--- src/rtl/wb_arbiter.sv ---
// Round-robin Wishbone arbiter: NUM_MASTERS masters share one slave. A grant is held until the owner drops cyc.
// Define WB_ARBITER_RTY_EN to forward slave retry responses to the owner. By default rty is tied low.
module wb_arbiter #(
    parameter int NUM_MASTERS = 5,
    parameter int DW          = 32,
    parameter int AW          = 32
) (
    input  logic                        wb_clk_i,
    input  logic                        wb_rst_i,
    input  logic [NUM_MASTERS*AW-1:0]   wbm_adr_i,
    input  logic [NUM_MASTERS*DW-1:0]   wbm_dat_i,
    input  logic [NUM_MASTERS*DW/8-1:0] wbm_sel_i,
    input  logic [NUM_MASTERS-1:0]      wbm_we_i,
    input  logic [NUM_MASTERS-1:0]      wbm_cyc_i,
    input  logic [NUM_MASTERS-1:0]      wbm_stb_i,
    input  logic [NUM_MASTERS*3-1:0]    wbm_cti_i,
    input  logic [NUM_MASTERS*2-1:0]    wbm_bte_i,
    output logic [DW-1:0]               wbm_dat_o,
    output logic [NUM_MASTERS-1:0]      wbm_ack_o,
    output logic [NUM_MASTERS-1:0]      wbm_err_o,
    output logic [NUM_MASTERS-1:0]      wbm_rty_o,
    output logic [AW-1:0]               wbs_adr_o,
    output logic [DW-1:0]               wbs_dat_o,
    output logic [DW/8-1:0]             wbs_sel_o,
    output logic                        wbs_we_o,
    output logic                        wbs_cyc_o,
    output logic                        wbs_stb_o,
    output logic [2:0]                  wbs_cti_o,
    output logic [1:0]                  wbs_bte_o,
    input  logic [DW-1:0]               wbs_dat_i,
    input  logic                        wbs_ack_i,
    input  logic                        wbs_err_i,
    input  logic                        wbs_rty_i
);
    localparam int IW = $clog2(NUM_MASTERS);
    localparam int SW = DW / 8;

    // Handshake: a transfer is offered while cyc & stb are high. It completes on the cycle
    // the slave raises ack (or err/rty). The arbiter only routes these signals and never
    // stalls or terminates a transfer itself.

    logic          active;
    logic [IW-1:0] owner;
    logic [IW-1:0] last;

    logic          arb_edge;
    logic          found;
    logic [IW-1:0] pick;
    logic [IW-1:0] idx;

    assign arb_edge = !active || !wbm_cyc_i[owner];

    // The scan starts just after the last grant, so a releasing owner only wins when it is alone.
    always_comb begin
        found = 1'b0;
        pick  = last;
        idx   = last;
        for (int i = 1; i <= NUM_MASTERS; i++) begin
            idx = IW'((int'(last) + i) % NUM_MASTERS);
            if (!found && wbm_cyc_i[idx]) begin
                found = 1'b1;
                pick  = idx;
            end
        end
    end

    always_ff @(posedge wb_clk_i) begin
        if (!wb_rst_i) begin
            active <= 1'b0;
            owner  <= '0;
            last   <= IW'(NUM_MASTERS - 1);
        end else if (arb_edge) begin
            if (found) begin
                active <= 1'b1;
                owner  <= pick;
                last   <= pick;
            end else begin
                active <= 1'b0;
            end
        end
    end

    assign wbs_cyc_o = active & wbm_cyc_i[owner];
    assign wbs_stb_o = active & wbm_stb_i[owner];
    assign wbs_we_o  = wbm_we_i[owner];
    assign wbs_adr_o = wbm_adr_i[int'(owner)*AW +: AW];
    assign wbs_dat_o = wbm_dat_i[int'(owner)*DW +: DW];
    assign wbs_sel_o = wbm_sel_i[int'(owner)*SW +: SW];
    assign wbs_cti_o = wbm_cti_i[int'(owner)*3 +: 3];
    assign wbs_bte_o = wbm_bte_i[int'(owner)*2 +: 2];

    assign wbm_dat_o = wbs_dat_i;

    always_comb begin
        wbm_ack_o = '0;
        wbm_err_o = '0;
        wbm_rty_o = '0;
        if (active) begin
            wbm_ack_o[owner] = wbs_ack_i;
            wbm_err_o[owner] = wbs_err_i;
`ifdef WB_ARBITER_RTY_EN
            wbm_rty_o[owner] = wbs_rty_i;
`endif
        end
    end

`ifndef WB_ARBITER_RTY_EN
    logic unused_rty;
    assign unused_rty = wbs_rty_i;
`endif

endmodule

--- config.mk ---
export PLATFORM = sky130hd
export DESIGN_NAME = wb_arbiter
export DESIGN_NICKNAME = d
export VERILOG_FILES = /design/src/rtl/wb_arbiter.sv
export SDC_FILE = /design/constraint.sdc
export NUM_CORES = 1
export LEC_CHECK = 0
export CAP_MARGIN = 20
export CORE_AREA = 5 5 205 207
export DETAILED_ROUTE_END_ITERATION = 7
export DIE_AREA = 0 0 210 212
export GPL_ROUTABILITY_DRIVEN = 0
export PLACE_DENSITY = 0.45
export SLEW_MARGIN = 20
export SYNTH_ARGS = -nofsm -noshare
export SYNTH_HDL_FRONTEND = slang
export SYNTH_SLANG_ARGS = --single-unit
export TNS_END_PERCENT = 1
--- constraint.sdc ---
create_clock -name wb_clk_i -period 15.1 [get_ports wb_clk_i]
set_clock_uncertainty 0.1 [all_clocks]
set_input_delay 2.265 -clock wb_clk_i [delete_from_list [all_inputs] [get_ports wb_clk_i]]
set_output_delay 2.265 -clock wb_clk_i [all_outputs]
set_load 0.02 [all_outputs]
# After elaboration in Yosys (flattened, before gate mapping)
# Index checks and enable logic that the tools add are counted.
# totals
reg_bits,7
inputBits,417
out_inout_bits,123
wordCells,74
# classes
add_sub_neg,5
multipliers,1
div_mod_pow,5
n_lt_le_gt_ge,7
n_shift,5
muxes,31
bitwise,4
reduce_logical,13
# op_table
op,n
$shiftx A160 B9 Y32,2
$mod A32 B4 Y32 const B,5
$bmux W1 S3,8
$lt A3 B4 Y1 const B,6
$shiftx A20 B6 Y4,1
$mux W1,15
$mux W3,5
$shiftx A15 B6 Y3,1
$and A5 B5 Y5,2
$mux W5,2
$shiftx A10 B5 Y2,1
$add A3 B2 Y4 const B,2
$add A3 B3 Y4 const B,2
$logic_not A1 Y1,6
$logic_and A1 B1 Y1,5
$mul A3 B2 Y5 const B,1
$add A3 B1 Y4 const B,1
$demux W1 S3,1
$ge A3 B1 Y1 const B,1
$and A1 B1 Y1,2
$reduce_and A2 Y1,1
$logic_or A1 B1 Y1,1

# Longest topological paths before layout
# Gate-level depths: netlist (run 1).
# logic_depth
depth_word,18
ltp_mapped,22
ltp_nobuf,18

# Worst setup path after synthesis (run 1)
# OpenSTA, ideal clock, no wires.
# synth_path
path_type,input -> output
startpoint,in wbs_ack_i
endpoint,out wbm_ack_o[0]
arrival_ps,2992
required_time_ps,12735
path_slack_ps,9743
cell_stages,2
n_path_buf,0
path_cell_list,nand2_1 nor4_1
# synth_between
elab_chain_cells,2
# synth_rtl
element,line,text
from (decl),31,"input logic wbs_ack_i,"
$and A5 B5 Y5 (no source line),n/a,
$mux W5,98,if (active) begin
to (decl),19,"output logic [NUM_MASTERS-1:0] wbm_ack_o,"
# Every way passes these cells.

# Final worst setup path (run 1)
# layout_path
startpoint,in wbm_stb_i[3]
endpoint,out wbs_stb_o
# layout_between
elab_chain_cells,3
# layout_rtl
element,line,text
from (decl),15,"input logic [NUM_MASTERS-1:0] wbm_stb_i,"
$bmux W1 S3,84,assign wbs_stb_o = active & wbm_stb_i[owner];
$mux W1 (implied by the code),84,
$and A1 B1 Y1,84,
to (decl),27,"output logic wbs_stb_o,"
# Every way passes these cells. The select of a mux whose other input is x is not followed.

==> metrics.md, run 1 <==
| Metric | Value |
|---|---|
| Max Clk Rate | `151 MHz` |
| Fillers | `4430` |
| Syn-to-layout area delta | `93.5%` |
| Postcts setup bufs | `0` |
| Die Footprint | `44500 um2` |
| Worst hold path depth | `2` |
| Critical Path Fanout Max | `2` |
| IO Port Bufs | `469` |
| Critical path depth | `7` |
| Bufs and invs on worst path | `2` |
| Simple logic cell fraction of the synthesized area | `24.3%` |
| FFs w/ async S/R, synth | `0%` |
| Status | `finished, final reports clean` |
| Detail Route Antenna Nets | `0` |
| GRT Residual Overflow | `0` |
| Seq/Total Area, Yosys | `1.88%` |
| Mapped Area | `5340 um2` |
| Hold_buf cts | `0` |
| Drt wl/cell | `21.8 um` |
| Worst path cell trace | `clkdlybuf4s50_1 -> mux2i_1 -> nor2_1 -> a21oi_1 -> o22ai_1 -> and2_1 -> clkdlybuf4s50_1` |
| XOR/XNOR share of the synthesized area | `1.45%` |
| Nets | `1549` |
| Min cycle time layout | `6.63 ns` |
| Initial antenna violation count | `5` |
| Final hold violation count | `0` |
| # H-tree levels | `1` |
| Die Y | `212 um` |
| CP Launch Type | `primary input` |
| Inserted Clock Buffers | `3` |
| Pleak | `3.65 nW` |
| Syn_area_per_cell | `7.42 um2` |
| Max Root-Sink Buffers | `2` |
| Vias | `7258` |
| Path depth of the worst reg2reg path | `15` |
| Power Density | `178 nW/um2` |
| Fin Setup TNS | `0 ns` |
| Post-CTS sizing | `0` |
| Peak VDD IR | `0.0864 mV` |
| Post-Synthesis Cells | `719` |
| Main combinational cell family by area after synthesis | `compound AO/OA/AOI/OAI gates` |
| DR vias/cell | `4.42` |
| Register area | `111 um2` |
| Remaining DRCs | `0` |
| Layout cell share with drive strength beyond 1 | `10.3%` |
| DR pass1 iterations | `5` |
| Post-detail-place hpwl | `29.5 mm` |
| Core footprint | `40200 um2` |
| WS Path Type | `primary input to output port` |
| Starting Density | `13.3%` |
| Cell Area, Placed | `10200 um2` |
| Multi-input logic area | `4610 um2` |
| Final Cycle Share | `43.9%` |
| Crit end category | `output port` |
| Crit-path leading delay family | `buffers and inverters` |
| Adder-Cell Fraction of Synth Area | `5.39%` |
| RSZ-0062 raised after global routing | `no` |
| Max cap viols | `0` |
| Hold WS | `0.545 ns` |
| CP most frequent cell | `clkdlybuf4s50_1` |
| Post-layout util | `25.7%` |
| Ys flop type | `dfxtp_1` |
| Worst endpoint required time | `12.73 ns` |
| Post-Layout Cell Count | `1641` |
| Top post-synthesis cells by area | `mux4_2 (14%), mux2i_1 (9.4%), a22oi_1 (6.1%), nand2_1 (5.8%), buf_4 (5.5%)` |
| Most common cell in the netlist | `nand2_1` |
| Cell Rows | `74` |
| Largest net degree at the start of global routing | `63` |
| Worst-Skew Late Latency | `0.23 ns` |
| Final setup violation count | `0` |
| First-pass GRT wire length | `50.4 mm` |
| Root Buffer | `clkbuf_16` |
| Most frequent cells after synthesis | `nand2_1 (83), nor2_1 (67), a21oi_1 (55)` |
| Compound-cell area share of the yosys netlist | `29.3%` |
| Tightest Pin Transition | `0.823 ns` |
| Distinct cells, synth | `95` |
| GRT Util Overall | `14.7%` |
| Num ports | `540` |
| Routed WL | `35.7 mm` |
| Mux share of post-synthesis cell area | `25.1%` |
| Top cell type's share of synthesized area | `14.4%` |
| Synth area leader | `mux4_2` |
| Final-report max-slew violation count | `0` |
| Slowest cell delay on critical path | `0.65 ns` |
| Clock Pin Slew Worst Setup and Hold Paths | `0.03 ns` |
| Vias in the first global route | `7562` |
| Slowest cell on crit path | `clkdlybuf4s50_1` |
| Worst EP arrival | `4.27 ns` |
| Final non-filler cell area | `10300 um2` |
| Number of flops mapped to enable cells by yosys | `0` |
| CTS sink count | `5` |
| Worst relative slew slack | `45.1%` |
| Initial drt markers | `374` |
| Die X | `210 um` |
| Yosys reg bits | `5` |
| CTS tree | `done` |
| Ys Warns | `0` |
| Worst Hold Class | `register to register` |
| Placed Cells incl. Taps | `1636` |
[worst reg2reg max path, stage by stage, from the launching register on]
cell and delay (ns):
dfxtp_4 0.71, buf_4 0.57, ha_1 0.59, xor2_2 0.42
ha_1 0.35, nor3b_2 0.09, o311ai_1 0.43, and2_1 0.26
ha_1 0.20, nand2b_1 0.08, a2bb2oi_2 0.28, mux2i_1 0.14
a211oi_2 0.48, nor3b_2 0.42, o211ai_1 0.19, a221oi_2 0.27
[path summary, 6_finish.rpt]
path,startpoint,end,slack (ns)
max reg2reg,owner[0],owner[1],9.40
min reg2reg,owner[2],owner[2],0.54
max,wbm_stb_i[3],wbs_stb_o,8.47
min,owner[2],owner[2],0.54
[logic make-up (layout without fill, tap and decap cells)]
kind of cell | Yosys count | in the layout
simple gates | 262 | 262
other cells | 1 | 6
xor+xnor | 5 | 5
mux | 90 | 90
fa+ha+maj | 23 | 23
buf+inv | 119 | 504
flops | 5 | 5
compound gates | 214 | 214
[where the power goes]
part           internal [mW]  total [mW]  switching (mW)
Sequential            0.0217      0.0592          0.0375
Combinational          0.764        1.73           0.967
Clock                 0.0350      0.0433         0.00831
Total                  0.821        1.83            1.01
[state kept, by name (all words and copies together), names as in the netlist]
| signal | cells |
|---|---|
| owner | 3 |
| active | 1 |
| last | 1 |
[metal layers]
metal	global-route usage, %	share of wire [%]
met4	3.67	2.6
met3	4.53	8.0
met2	25.2	49
met5	0	0.076
met1	18.1	40
[cell usage in the layout, fill, tap and decap left out, types with 4 or more instances in the layout]
master / Yosys / routed
a22oi_1: 43 / 43
a21oi_1: 55 / 55
nor2b_1: 4 / 4
conb_1: 1 / 5
or2_2: 4 / 4
nor3_1: 12 / 12
mux2_2: 4 / 4
nand2b_1: 9 / 9
mux2i_1: 50 / 50
clkdlybuf4s50_1: 0 / 469
nor4_1: 6 / 6
o31ai_1: 5 / 5
o22ai_1: 45 / 45
a211oi_1: 4 / 4
mux4_2: 34 / 34
inv_2: 5 / 5
nand2_1: 83 / 83
nand3_1: 43 / 43
ha_1: 23 / 23
buf_4: 39 / 12
inv_1: 13 / 13
nor2_1: 67 / 64
o21ai_0: 5 / 5
and2_1: 4 / 4
o211ai_1: 4 / 4
[area by class of cell]
cell class	instances	share of cell area, %
antenna	1	0.0242
clock buffer	4	0.763
inverter	19	0.715
multi-input combinational	599	44.6
sequential	5	1.08
tap	532	6.45
timing repair buffer	481	46.3
[through the flow]
stage	worst slack [ns]	power, mW
6_report	8.47	1.83
5_1_grt	8.32	1.99
4_1_cts	8.38	1.87
3_5_place_dp	8.38	1.81
3_3_place_gp	8.38	1.81
2_1_floorplan	9.74	1.19
No activity file was read; power rests on OpenSTA's default activity.
==> run 2, diff against run 1 <==
Settings changed: CORE_AREA 5 5 205 207 to 5 5 209 211, DIE_AREA 0 0 210 212 to 0 0 214 216.
Clock period 15.1 ns to 5.6 ns, I/O delays scaled along.
==> metrics.md, run 2 (synthesized netlist as in run 1, its figures left out) <==
| Metric | Value |
|---|---|
| Power Density | `479 nW/um2 (+170%)` |
| Slowest cell delay on critical path | `0.50 ns (-0.15 ns)` |
| Critical Path Fanout Max | `21 (+19)` |
| Hold_buf cts | `0 (unchanged)` |
| First-pass GRT wire length | `51.1 mm (+1.3%)` |
| Pint | `2.26 mW (+180%)` |
| Commonest non-fill, non-tap cell in the layout | `clkdlybuf4s50_1` |
| Root Buffer | `clkbuf_16` |
| Postcts setup bufs | `0 (unchanged)` |
| Core footprint | `41600 um2 (+3.5%)` |
| Crit end category | `register` |
| Cell Rows | `75 (+1.4%)` |
| Routed WL | `35.7 mm (-0.11%)` |
| Post-detail-place hpwl | `29.8 mm (+1.1%)` |
| Tightest Pin Transition | `1.02 ns (+0.201 ns)` |
| Worst endpoint required time | `5.63 ns (-7.10 ns)` |
| Dpl ws | `1.02 ns (-7.36 ns)` |
| Drt wl/cell | `21.5 um (-1.2%)` |
| Sw power | `2.73 mW (+170%)` |
| Worst Slack Setup Final | `1.07 ns (-7.40 ns)` |
| Biggest register | `owner` |
| Final setup violation count | `0 (unchanged)` |
| Vias | `7337 (+1.1%)` |
| WS Path Type | `register to register` |
| Final-report max-slew violation count | `0 (unchanged)` |
| Max cap viols | `0 (unchanged)` |
| Starting Density | `12.8% (-0.44 points)` |
| Num ports | `540 (unchanged)` |
| Worst-Skew Late Latency | `0.23 ns (about the same)` |
| Die X | `214 um (+1.9%)` |
| Post-Layout Cell Count | `1659 (+1.1%)` |
| Met2 usage | `25.2% (+0.055 points)` |
| Max Root-Sink Buffers | `2 (unchanged)` |
| Bufs and invs on worst path | `2 (unchanged)` |
| RSZ-0062 raised after global routing | `no` |
| Sw frac | `54.7% (-0.53 points)` |
| Nets | `1557 (+0.52%)` |
| Remaining DRCs | `0 (unchanged)` |
| Routing usage on met3 | `4.37% (-0.16 points)` |
| Min cycle time layout | `4.53 ns` |
| Post-CTS sizing | `0 (unchanged)` |
| Inserted Clock Buffers | `3 (unchanged)` |
| Sequential power share | `2.1% (-1.1 points)` |
| Final hold violation count | `0 (unchanged)` |
| IO Port Bufs | `469 (unchanged)` |
| GRT Residual Overflow | `0 (unchanged)` |
| GR Util met1 | `16.6% (-1.5 points)` |
| Slowest cell on crit path | `dfxtp_4` |
| Detail Route Antenna Nets | `0 (unchanged)` |
| Max Clk Rate | `221 MHz` |
| Largest net degree at the start of global routing | `61 (-3.2%)` |
| DR vias/cell | `4.42 (about the same)` |
| Layout cell share with drive strength beyond 1 | `10.9% (+0.64 points)` |
| Status | `finished, final reports clean` |
| Clock group share of total power | `2.4% (about the same)` |
| Max reg flops | `3 (unchanged)` |
| Syn-to-layout area delta | `95.2%` |
| Peak VDD IR | `0.215 mV (+150%)` |
| CP most frequent cell | `ha_1` |
| CTS sink count | `5 (unchanged)` |
| Clock Pin Slew Worst Setup and Hold Paths | `0.03 ns (about the same)` |
| Logic pwr share | `95.5% (+1.1 points)` |
| GRT Util Overall | `14.3% (-0.41 points)` |
| GRT Max-Usage Layer | `met2` |
| Worst path cell trace | `inv_4 -> ha_1 -> inv_1 -> ha_1 -> or3b_2 -> o22ai_1 -> or2_4 -> ha_1 -> nand2b_1 -> o2111ai_1 -> o211ai_2 -> mux2i_1 -> nand3_1 -> nand4_2 -> nor3b_2 -> o211ai_1 -> a221oi_2` |
| Most frequent cells in the layout | `clkdlybuf4s50_1 (469), nand2_1 (83), nor2_1 (64), a21oi_1 (55), mux2i_1 (50)` |
| CTS tree | `done` |
| Placed Cells incl. Taps | `1651 (+0.92%)` |
| Worst Hold Class | `register to register` |
| Fillers | `4563 (+3.0%)` |
| # H-tree levels | `1 (unchanged)` |
| Crit-path leading delay family | `simple AND/OR/NAND/NOR gates` |
| Die Y | `216 um (+1.9%)` |
| Register area | `111 um2 (unchanged)` |
| Die Footprint | `46200 um2 (+3.8%)` |
| CP Launch Type | `register` |
| Worst EP arrival | `4.56 ns (+0.29 ns)` |
| Initial antenna violation count | `4 (-1)` |
| Pleak | `3.70 nW (+1.2%)` |
| Worst relative slew slack | `31.8% (-13 points)` |
| Vias in the first global route | `7668 (+1.4%)` |
| Multi-input logic area | `4610 um2 (unchanged)` |
| Top Registers | `owner: 3 flops, active: 1 flops, last: 1 flops` |
| Initial drt markers | `398 (+6.4%)` |
| Fin Setup TNS | `0 ns (unchanged)` |
| DR pass1 iterations | `5 (unchanged)` |
| Final Cycle Share | `80.8%` |
| Tot Pwr | `4.99 mW (+170%)` |
run 2: cell count changes in the layout (fill, tap and decap cells not counted):
cell	change
buf_12	+1
buf_4	+7
diode_2	+3
run 2: routing by layer:
metal / routed length, um / up-vias
met1: 13700 / 3419
met2: 17700 / 389
met5: 0 / -
met4: 1130 / 0
li1: - / 3488
met3: 3190 / 41
run 2: final cells by class:
cell class              instances  share of cell area, %
repair buffers                489                   46.6
well taps                     539                   6.48
clock buffers                   4                  0.757
diodes                          4                 0.0961
inverters                      19                  0.709
multi-input cells             599                   44.3
flip-flops and latches          5                   1.07
run 2: path summary, 6_finish.rpt:
path                            startpoint       end  slack (ns)  cells past startpoint
worst max-delay path              owner[0]  owner[1]        1.07                     17
worst min register to register    owner[1]  owner[1]        0.65                      3
worst min-delay path              owner[1]  owner[1]        0.65                      3
worst max register to register    owner[0]  owner[1]        1.07                     17
run 2: stage by stage:
step | instance area [um2] | hold slack (ns) | util, %
6_report | 10400 | 0.648 | 25.1
5_1_grt | 10400 | 0.666 | 25.0
4_1_cts | 10400 | 0.647 | 25.0
3_5_place_dp | 10300 | 0.639 | 24.8
3_3_place_gp | 10300 | 0.634 | 24.8
2_1_floorplan | 5350 | 0.656 | -
run 2: worst min-delay path, stage by stage, from the launching register on:
cell and delay, ns:
dfxtp_4 0.35, inv_2 0.06, buf_4 0.20, a221oi_2 0.09
run 2: power by group through the flow:
stage	clock network [mW]	logic [mW]	registers, mW
final	0.118	4.76	0.106
after global routing	0.123	5.15	0.110
after CTS	0.119	4.82	0.107
after detailed placement	0	4.80	0.107
after global placement	0	4.79	0.107
after floorplan	0	3.14	0.0729
